==> src/rtl/sdcard_pkg.sv <==
// rtl/sdcard_pkg.sv - shared states, command codes, tokens and CRC7 helper for the SD response model
package sdcard_pkg;

    typedef enum logic [3:0] {
        ST_IDLE, ST_CMD, ST_NCR, ST_R1,
        ST_RD_TOKEN, ST_RD_DATA, ST_RD_CRC,
        ST_WR_TOKEN, ST_WR_DATA, ST_WR_CRC, ST_WR_RESP, ST_WR_BUSY,
        ST_DONE
    } state_t;

    localparam logic [5:0] CMD_GO_IDLE      = 6'd0;
    localparam logic [5:0] CMD_SEND_OP      = 6'd1;
    localparam logic [5:0] CMD_READ_SINGLE  = 6'd17;
    localparam logic [5:0] CMD_WRITE_SINGLE = 6'd24;

    localparam logic [7:0] TOKEN_START  = 8'hFE;
    localparam logic [7:0] DATA_RESP_OK = 8'h05;
    localparam logic [7:0] FILL         = 8'hFF;

    localparam int R1_IDLE_BIT    = 0;
    localparam int R1_ILLEGAL_BIT = 2;
    localparam int R1_CRC_BIT     = 3;

    localparam logic [9:0] LAST_BYTE = 10'd511;

    // MSB-first CRC7, polynomial x^7 + x^3 + 1
    function automatic logic [6:0] crc7Byte(input logic [6:0] crcIn, input logic [7:0] data);
        logic [6:0] c;
        logic       fb;
        c = crcIn;
        for (int i = 7; i >= 0; i--) begin
            fb = c[6] ^ data[i];
            c  = {c[5:0], 1'b0} ^ (fb ? 7'h09 : 7'h00);
        end
        return c;
    endfunction

endpackage

==> src/rtl/sdcard_crc7.sv <==
// rtl/sdcard_crc7.sv - byte-serial CRC7 accumulator over command bytes
module sdcard_crc7
    import sdcard_pkg::*;
(
    input  logic       CLOCK,
    input  logic       RESET,
    input  logic       init,
    input  logic       en,
    input  logic [7:0] data,
    output logic [6:0] crc
);

    always_ff @(posedge CLOCK or negedge RESET) begin
        if (!RESET) begin
            crc <= '0;
        end else if (en) begin
            crc <= crc7Byte(init ? 7'd0 : crc, data);
        end
    end

endmodule

==> src/rtl/sdcard_respmod.sv <==
// rtl/sdcard_respmod.sv - SPI-mode SD card response engine (CMD0/1/17/24); SDCARD_RESP_CRC7_EN enables CMD0 CRC7 check
module sdcard_respmod
    import sdcard_pkg::*;
#(
    parameter int NCR   = 1,
    parameter int TBUSY = 4
) (
    input  logic        CLOCK,
    input  logic        RESET,
    input  logic        SD_NCS,
    input  logic        iDone,
    input  logic [7:0]  iData,
    output logic [7:0]  oData,
    output logic [1:0]  oEn,
    output logic [22:0] oAddr,
    input  logic [7:0]  iDataFF,
    output logic [7:0]  oDataFF,
    output logic [7:0]  oTag,
    output logic        oDone
);

    localparam logic [9:0] NCR_LAST  = 10'(NCR - 1);
    localparam logic [9:0] BUSY_LAST = 10'(TBUSY);

    state_t      state;
    state_t      afterR1;
    state_t      afterR1Next;
    logic [9:0]  cnt;
    logic [5:0]  cmdIdx;
    logic [22:0] argAddr;
    logic [7:0]  r1;
    logic [7:0]  r1Next;
    logic [7:0]  rdBuf;
    logic        idleFlag;
    logic        rdPend;
    logic        crcOk;
    logic        byteIn;

    assign byteIn = iDone && !SD_NCS;

`ifdef SDCARD_RESP_CRC7_EN
    logic [6:0] crc7;

    sdcard_crc7 uCrc7 (
        .CLOCK (CLOCK),
        .RESET (RESET),
        .init  (state == ST_IDLE),
        .en    (byteIn && ((state == ST_IDLE) || (state == ST_CMD && cnt < 10'd5))),
        .data  (iData),
        .crc   (crc7)
    );

    assign crcOk = (cmdIdx != CMD_GO_IDLE) || (iData == {crc7, 1'b1});
`else
    assign crcOk = 1'b1;
`endif

    // Decode is evaluated while the CRC byte is on iData
    always_comb begin
        r1Next      = 8'h00;
        afterR1Next = ST_DONE;
        if (!crcOk) begin
            r1Next[R1_CRC_BIT]  = 1'b1;
            r1Next[R1_IDLE_BIT] = idleFlag;
            afterR1Next         = ST_IDLE;
        end else begin
            case (cmdIdx)
                CMD_GO_IDLE: r1Next[R1_IDLE_BIT] = 1'b1;
                CMD_SEND_OP: r1Next = 8'h00;
                CMD_READ_SINGLE, CMD_WRITE_SINGLE: begin
                    if (idleFlag) begin
                        r1Next[R1_ILLEGAL_BIT] = 1'b1;
                        r1Next[R1_IDLE_BIT]    = 1'b1;
                    end else begin
                        afterR1Next = (cmdIdx == CMD_READ_SINGLE) ? ST_RD_TOKEN : ST_WR_TOKEN;
                    end
                end
                default: begin
                    r1Next[R1_ILLEGAL_BIT] = 1'b1;
                    r1Next[R1_IDLE_BIT]    = idleFlag;
                end
            endcase
        end
    end

    always_ff @(posedge CLOCK or negedge RESET) begin
        if (!RESET) begin
            state    <= ST_IDLE;
            afterR1  <= ST_DONE;
            cnt      <= '0;
            cmdIdx   <= '0;
            argAddr  <= '0;
            r1       <= '0;
            rdBuf    <= '0;
            idleFlag <= 1'b1;
            rdPend   <= 1'b0;
            oData    <= FILL;
            oEn      <= 2'b00;
            oAddr    <= '0;
            oDataFF  <= '0;
            oTag     <= '0;
            oDone    <= 1'b0;
        end else begin
            oEn    <= 2'b00;
            oDone  <= 1'b0;
            rdPend <= oEn[0];
            if (rdPend) begin
                rdBuf <= iDataFF;
            end

            if (SD_NCS && state != ST_IDLE && state != ST_DONE) begin
                state <= ST_IDLE;
                oData <= FILL;
                cnt   <= '0;
            end else begin
                case (state)
                    ST_IDLE: begin
                        if (byteIn && iData[7:6] == 2'b01) begin
                            cmdIdx <= iData[5:0];
                            cnt    <= 10'd1;
                            state  <= ST_CMD;
                        end
                    end
                    ST_CMD: begin
                        if (byteIn) begin
                            // Only argument bits [31:9] are kept: the sector address
                            if (cnt == 10'd1 || cnt == 10'd2) begin
                                argAddr <= {argAddr[14:0], iData};
                            end else if (cnt == 10'd3) begin
                                argAddr <= {argAddr[15:0], iData[7:1]};
                            end
                            if (cnt == 10'd5) begin
                                r1      <= r1Next;
                                afterR1 <= afterR1Next;
                                cnt     <= '0;
                                if (afterR1Next == ST_RD_TOKEN || afterR1Next == ST_WR_TOKEN) begin
                                    oAddr <= argAddr;
                                end
                                if (NCR == 0) begin
                                    state <= ST_R1;
                                    oData <= r1Next;
                                end else begin
                                    state <= ST_NCR;
                                    oData <= FILL;
                                end
                            end else begin
                                cnt <= cnt + 10'd1;
                            end
                        end
                    end
                    ST_NCR: begin
                        if (byteIn) begin
                            if (cnt == NCR_LAST) begin
                                state <= ST_R1;
                                oData <= r1;
                                cnt   <= '0;
                            end else begin
                                cnt <= cnt + 10'd1;
                            end
                        end
                    end
                    ST_R1: begin
                        if (byteIn) begin
                            state <= afterR1;
                            oData <= FILL;
                            cnt   <= '0;
                            if (afterR1 == ST_RD_TOKEN) begin
                                oEn[0] <= 1'b1;
                            end
                        end
                    end
                    ST_RD_TOKEN: begin
                        if (byteIn) begin
                            if (cnt == 10'd0) begin
                                oData <= TOKEN_START;
                                cnt   <= 10'd1;
                            end else begin
                                oData  <= rdBuf;
                                oEn[0] <= 1'b1;
                                cnt    <= '0;
                                state  <= ST_RD_DATA;
                            end
                        end
                    end
                    ST_RD_DATA: begin
                        // Each load fetches the byte after next, keeping one exchange of slack
                        if (byteIn) begin
                            if (cnt == LAST_BYTE) begin
                                state <= ST_RD_CRC;
                                oData <= FILL;
                                cnt   <= '0;
                            end else begin
                                oData <= rdBuf;
                                cnt   <= cnt + 10'd1;
                                if (cnt < LAST_BYTE - 10'd1) begin
                                    oEn[0] <= 1'b1;
                                end
                            end
                        end
                    end
                    ST_RD_CRC: begin
                        if (byteIn) begin
                            if (cnt == 10'd1) begin
                                state <= ST_DONE;
                            end else begin
                                cnt <= 10'd1;
                            end
                        end
                    end
                    ST_WR_TOKEN: begin
                        if (byteIn && iData == TOKEN_START) begin
                            state <= ST_WR_DATA;
                            cnt   <= '0;
                        end
                    end
                    ST_WR_DATA: begin
                        if (byteIn) begin
                            oDataFF <= iData;
                            oEn[1]  <= 1'b1;
                            if (cnt == LAST_BYTE) begin
                                state <= ST_WR_CRC;
                                cnt   <= '0;
                            end else begin
                                cnt <= cnt + 10'd1;
                            end
                        end
                    end
                    ST_WR_CRC: begin
                        if (byteIn) begin
                            if (cnt == 10'd1) begin
                                state <= ST_WR_RESP;
                                oData <= DATA_RESP_OK;
                                cnt   <= '0;
                            end else begin
                                cnt <= 10'd1;
                            end
                        end
                    end
                    ST_WR_RESP: begin
                        if (byteIn) begin
                            state <= ST_WR_BUSY;
                            cnt   <= '0;
                            oData <= (TBUSY == 0) ? FILL : 8'h00;
                        end
                    end
                    ST_WR_BUSY: begin
                        if (byteIn) begin
                            if (cnt == BUSY_LAST) begin
                                state <= ST_DONE;
                            end else begin
                                cnt   <= cnt + 10'd1;
                                oData <= (cnt + 10'd1 == BUSY_LAST) ? FILL : 8'h00;
                            end
                        end
                    end
                    ST_DONE: begin
                        oTag  <= {2'b01, cmdIdx};
                        oDone <= 1'b1;
                        if (cmdIdx == CMD_GO_IDLE) begin
                            idleFlag <= 1'b1;
                        end else if (cmdIdx == CMD_SEND_OP) begin
                            idleFlag <= 1'b0;
                        end
                        state <= ST_IDLE;
                        cnt   <= '0;
                    end
                    default: begin
                        state <= ST_IDLE;
                        oData <= FILL;
                    end
                endcase
            end
        end
    end

endmodule
==> config.mk <==
export PLATFORM = sky130hd
export DESIGN_NAME = sdcard_respmod
export DESIGN_NICKNAME = d
export VERILOG_FILES = /design/src/rtl/sdcard_pkg.sv /design/src/rtl/sdcard_crc7.sv /design/src/rtl/sdcard_respmod.sv
export SDC_FILE = /design/constraint.sdc
export NUM_CORES = 1
export LEC_CHECK = 0
export CAP_MARGIN = 20
export CORE_ASPECT_RATIO = 2
export CORE_MARGIN = 2
export CORE_UTILIZATION = 46
export DETAILED_ROUTE_END_ITERATION = 10
export PLACE_DENSITY_LB_ADDON = 0.15
export SKIP_LAST_GASP = 1
export SYNTH_ARGS = -nofsm -noshare
export SYNTH_HDL_FRONTEND = slang
export SYNTH_SLANG_ARGS = --single-unit
==> constraint.sdc <==
create_clock -name CLOCK -period 2.15 [get_ports CLOCK]
set_input_delay 0.43 -clock CLOCK [delete_from_list [all_inputs] [get_ports CLOCK]]
set_output_delay 0.43 -clock CLOCK [all_outputs]
set_load 0.02 [all_outputs]
==> flow_summary.ini <==
[logic_synthesis]
yosys.area.top_type_share_pct = 43.8
synth-seq-cells = 106
synthArstFlopShare_pct = 100
yosys.area.top_type = dfrtp_1
ys_top_cells_by_area = dfrtp_1, mux2_2, dfstp_2
synth_edf_count = 0
mappedNetlistArea_mm2 = 0.00548
seq_area_frac_synth_pct = 48.6
synthCells = 509
syn_nets = 533
synthFlopType = dfrtp_1
syn_avg_cell_area_um2 = 10.8
ys_warn_count = 0
yosysUniqueCellTypes = 75

[grt]
antenna_found_initial = 0
grt_pass1_vias = 4870
grt_usage_pct = 26.6
grt-ovfl-total = 0
grt_max_degree = 52
grt_pass1_wl_um = 25400

[die]
fp.coreArea_mm2 = 0.0117
die_h_um = 158
ios = 70
fp-row-count = 56
die_area_mm2 = 0.0129
initial_core_util_pct = 46.8
die_w_um = 81.2

[sta]
period_minus_slack_ns = 2.19
period_share_pct = 102
fin_ws_ns = -0.0368
tns_ns = -0.0813
timing.final.hold_violations = 0
setup_violations = 6
timing.hold.ws_ns = 0.389
final_max_slew_viol_count = 0
skew_ns = 0.00935
max_freq_mhz = 457
grt_setup_unrepaired = yes

[critical_path]
cp-start-kind = flop
r2r-start = cnt[7]
critPathArrivalTime_ns = 2.42
critical_path_class = flop to flop
crit_fanout = 6
slowest_stage = dfrtp_1
crit_required_ns = 2.39
reg2reg_depth = 8
slowest_delay_ns = 0.40
r2r_setup_slack_ns = -0.04
worstPathCellList = buf_6 > nor4_4 > nand3_4 > a32oi_4 > o211ai_2 > a21o_1 > buf_6 > a32o_1
reg2reg_to = state[3]
cp_common_cell = buf_6
end_kind = flop

[placement]
io_buffers = 68
gp_congestion = 0.965
dpl.hpwl_um = 12500
dp.cells = 798

[detailed_routing]
via_per_inst = 5.71
routed-via-count = 4764
antenna_left = 0
drc = 0
routed_wl_um = 17000
avgRoutedWirePerCell_um = 20.3
drt_iter0_drc = 203
firstDrtPassIters = 4

[clock_tree]
cts_tree = yes
clock_path_buffers = 2
path_clk_slew_ns = 0.07
cts_num_sinks = 106
insertion_delay_ns = 0.35
cts-root-buf = clkbuf_16
cts_buffers = 9
cts_max_level = 3

[min_path]
hp-start = oEn[0]
whs_path_depth = 0
hp-class = flop to flop
holdPathEnd = rdPend

[cells_and_area]
fin_nets = 709
drive_above_1_share_pct = 39.6
areaGrowthSynthToFinish_pct = 46.7
fillerInstances = 906
n_antenna_cell = 0
final_util_pct = 68.7
instances_no_fill = 835

[run_status]
status = finished, violations left
violations = negative setup slack

[pwr]
p_per_area_mw_per_mm2 = 1230
irDropWorstVdd_mv = 0.654
power_leakage_nw = 3.62
fin_total_pwr_mw = 9.90

[flow_run]
drv_cap = 0
==> Yosys cell counts, types with 8 or more instances <==
master    instances
nor2_1           37
buf_2            10
a22o_1            9
mux2_2           33
dfrtp_1          96
nand3_1          17
nand4_1           8
nor2b_1           8
dfstp_2          10
a21o_1            9
mux2_1           20
nor3_1            8
mux2i_1          26
o21ai_0          37
nand2_1          40
a21oi_1          15
clkbuf_1         15
==> layer usage <==
| metal | global-route usage (%) | wire length (µm) | up-vias |
|---|---|---|---|
| li1 | - | - | 2215 |
| met1 | 26.5 | 5750 | 2347 |
| met2 | 49.7 | 9590 | 146 |
| met3 | 3.12 | 520 | 56 |
| met4 | 17.9 | 1090 | 0 |
| met5 | 0 | 0 | - |
==> sequential cells by signal, indices dropped and copies added (netlist names), 4 cells and up <==
register / count
cmdIdx: 6
oData: 8
oTag: 7
argAddr: 23
state: 4
oAddr: 23
oDataFF: 8
cnt: 10
rdBuf: 8
==> cell type report <==
class / count / area, µm² / area share, %
clock inverters: 5 / 45.0 / 0.560
multi-input cells: 363 / 3060 / 38.1
repair buffers: 197 / 1810 / 22.5
clock buffers: 11 / 243 / 3.02
well taps: 145 / 181 / 2.26
flip-flops and latches: 106 / 2670 / 33.2
inverters: 8 / 32.5 / 0.405
==> report_power, final <==
group,switching (mW),internal (mW)
registers,0.479,2.55
clock network,0.778,0.836
logic,2.52,2.73
total,3.78,6.12
==> per-stage QoR <==
step                cell area (µm²)  setup WS (ns)
finish                         8040        -0.0368
global route                   8040         -0.106
CTS                            7570        -0.0317
detailed placement             7060         -0.457
global placement               7060         -0.428
floorplan                      5490        -0.0602
==> cell usage in the layout, fill, tap and decap left out, types with 4 or more instances in the layout <==
master	Yosys	layout
buf_4	3	108
mux2_1	20	8
nand3_4	0	4
nor2b_1	8	6
inv_1	7	5
nand4_1	8	8
dfrtp_1	96	91
o21ai_1	1	6
nor2_4	0	5
nand3_1	17	13
dfrtp_2	0	5
a21oi_2	0	4
a22o_1	9	9
buf_6	2	12
mux2i_1	26	26
nor3_1	8	5
a21o_1	9	9
o21a_1	7	7
dfstp_2	10	10
o211ai_1	4	4
clkdlybuf4s50_1	0	64
a21oi_1	15	11
mux2_4	0	12
mux2_2	33	33
nand2_1	40	39
o21ai_0	37	30
clkbuf_16	0	11
nor2_1	37	32
buf_12	0	6
==> repair_timing <==
action,4_1_cts,5_1_grt
hold endpoints to repair,12,0
hold buffers,1,0
setup endpoints to repair,46,68
gates cloned,1,3
gates resized for setup,36,76
setup buffers,9,9
pin swaps,8,18
==> cells by family after synthesis <==
group	synth area share (%)
compound gates	14.9
xor+xnor	0.479
fa+ha+maj	0.913
buf+inv	3.93
flops	48.6
mux	15.6
other cells	0.0684
simple gates	15.4
==> worst max-delay path, delay by kind of cell, from the launching register on <==
family	cells	cell delay (ns)
compound gates	4	0.88
buf+inv	2	0.26
flops	1	0.40
simple gates	2	0.54
==> worst max-delay path by stage <==
stage	cells after the start	start	to	slack (ns)
after global routing	10	cnt[0]	cnt[2]	-0.11
after CTS	9	cnt[1]	state[3]	-0.03
after global placement	6	SD_NCS	oAddr[15]	-0.43
after floorplan	9	cnt[1]	oAddr[0]	-0.06
final	8	cnt[7]	state[3]	-0.04
after detailed placement	8	SD_NCS	state[3]	-0.46
No activity file was read; power rests on OpenSTA's default activity.
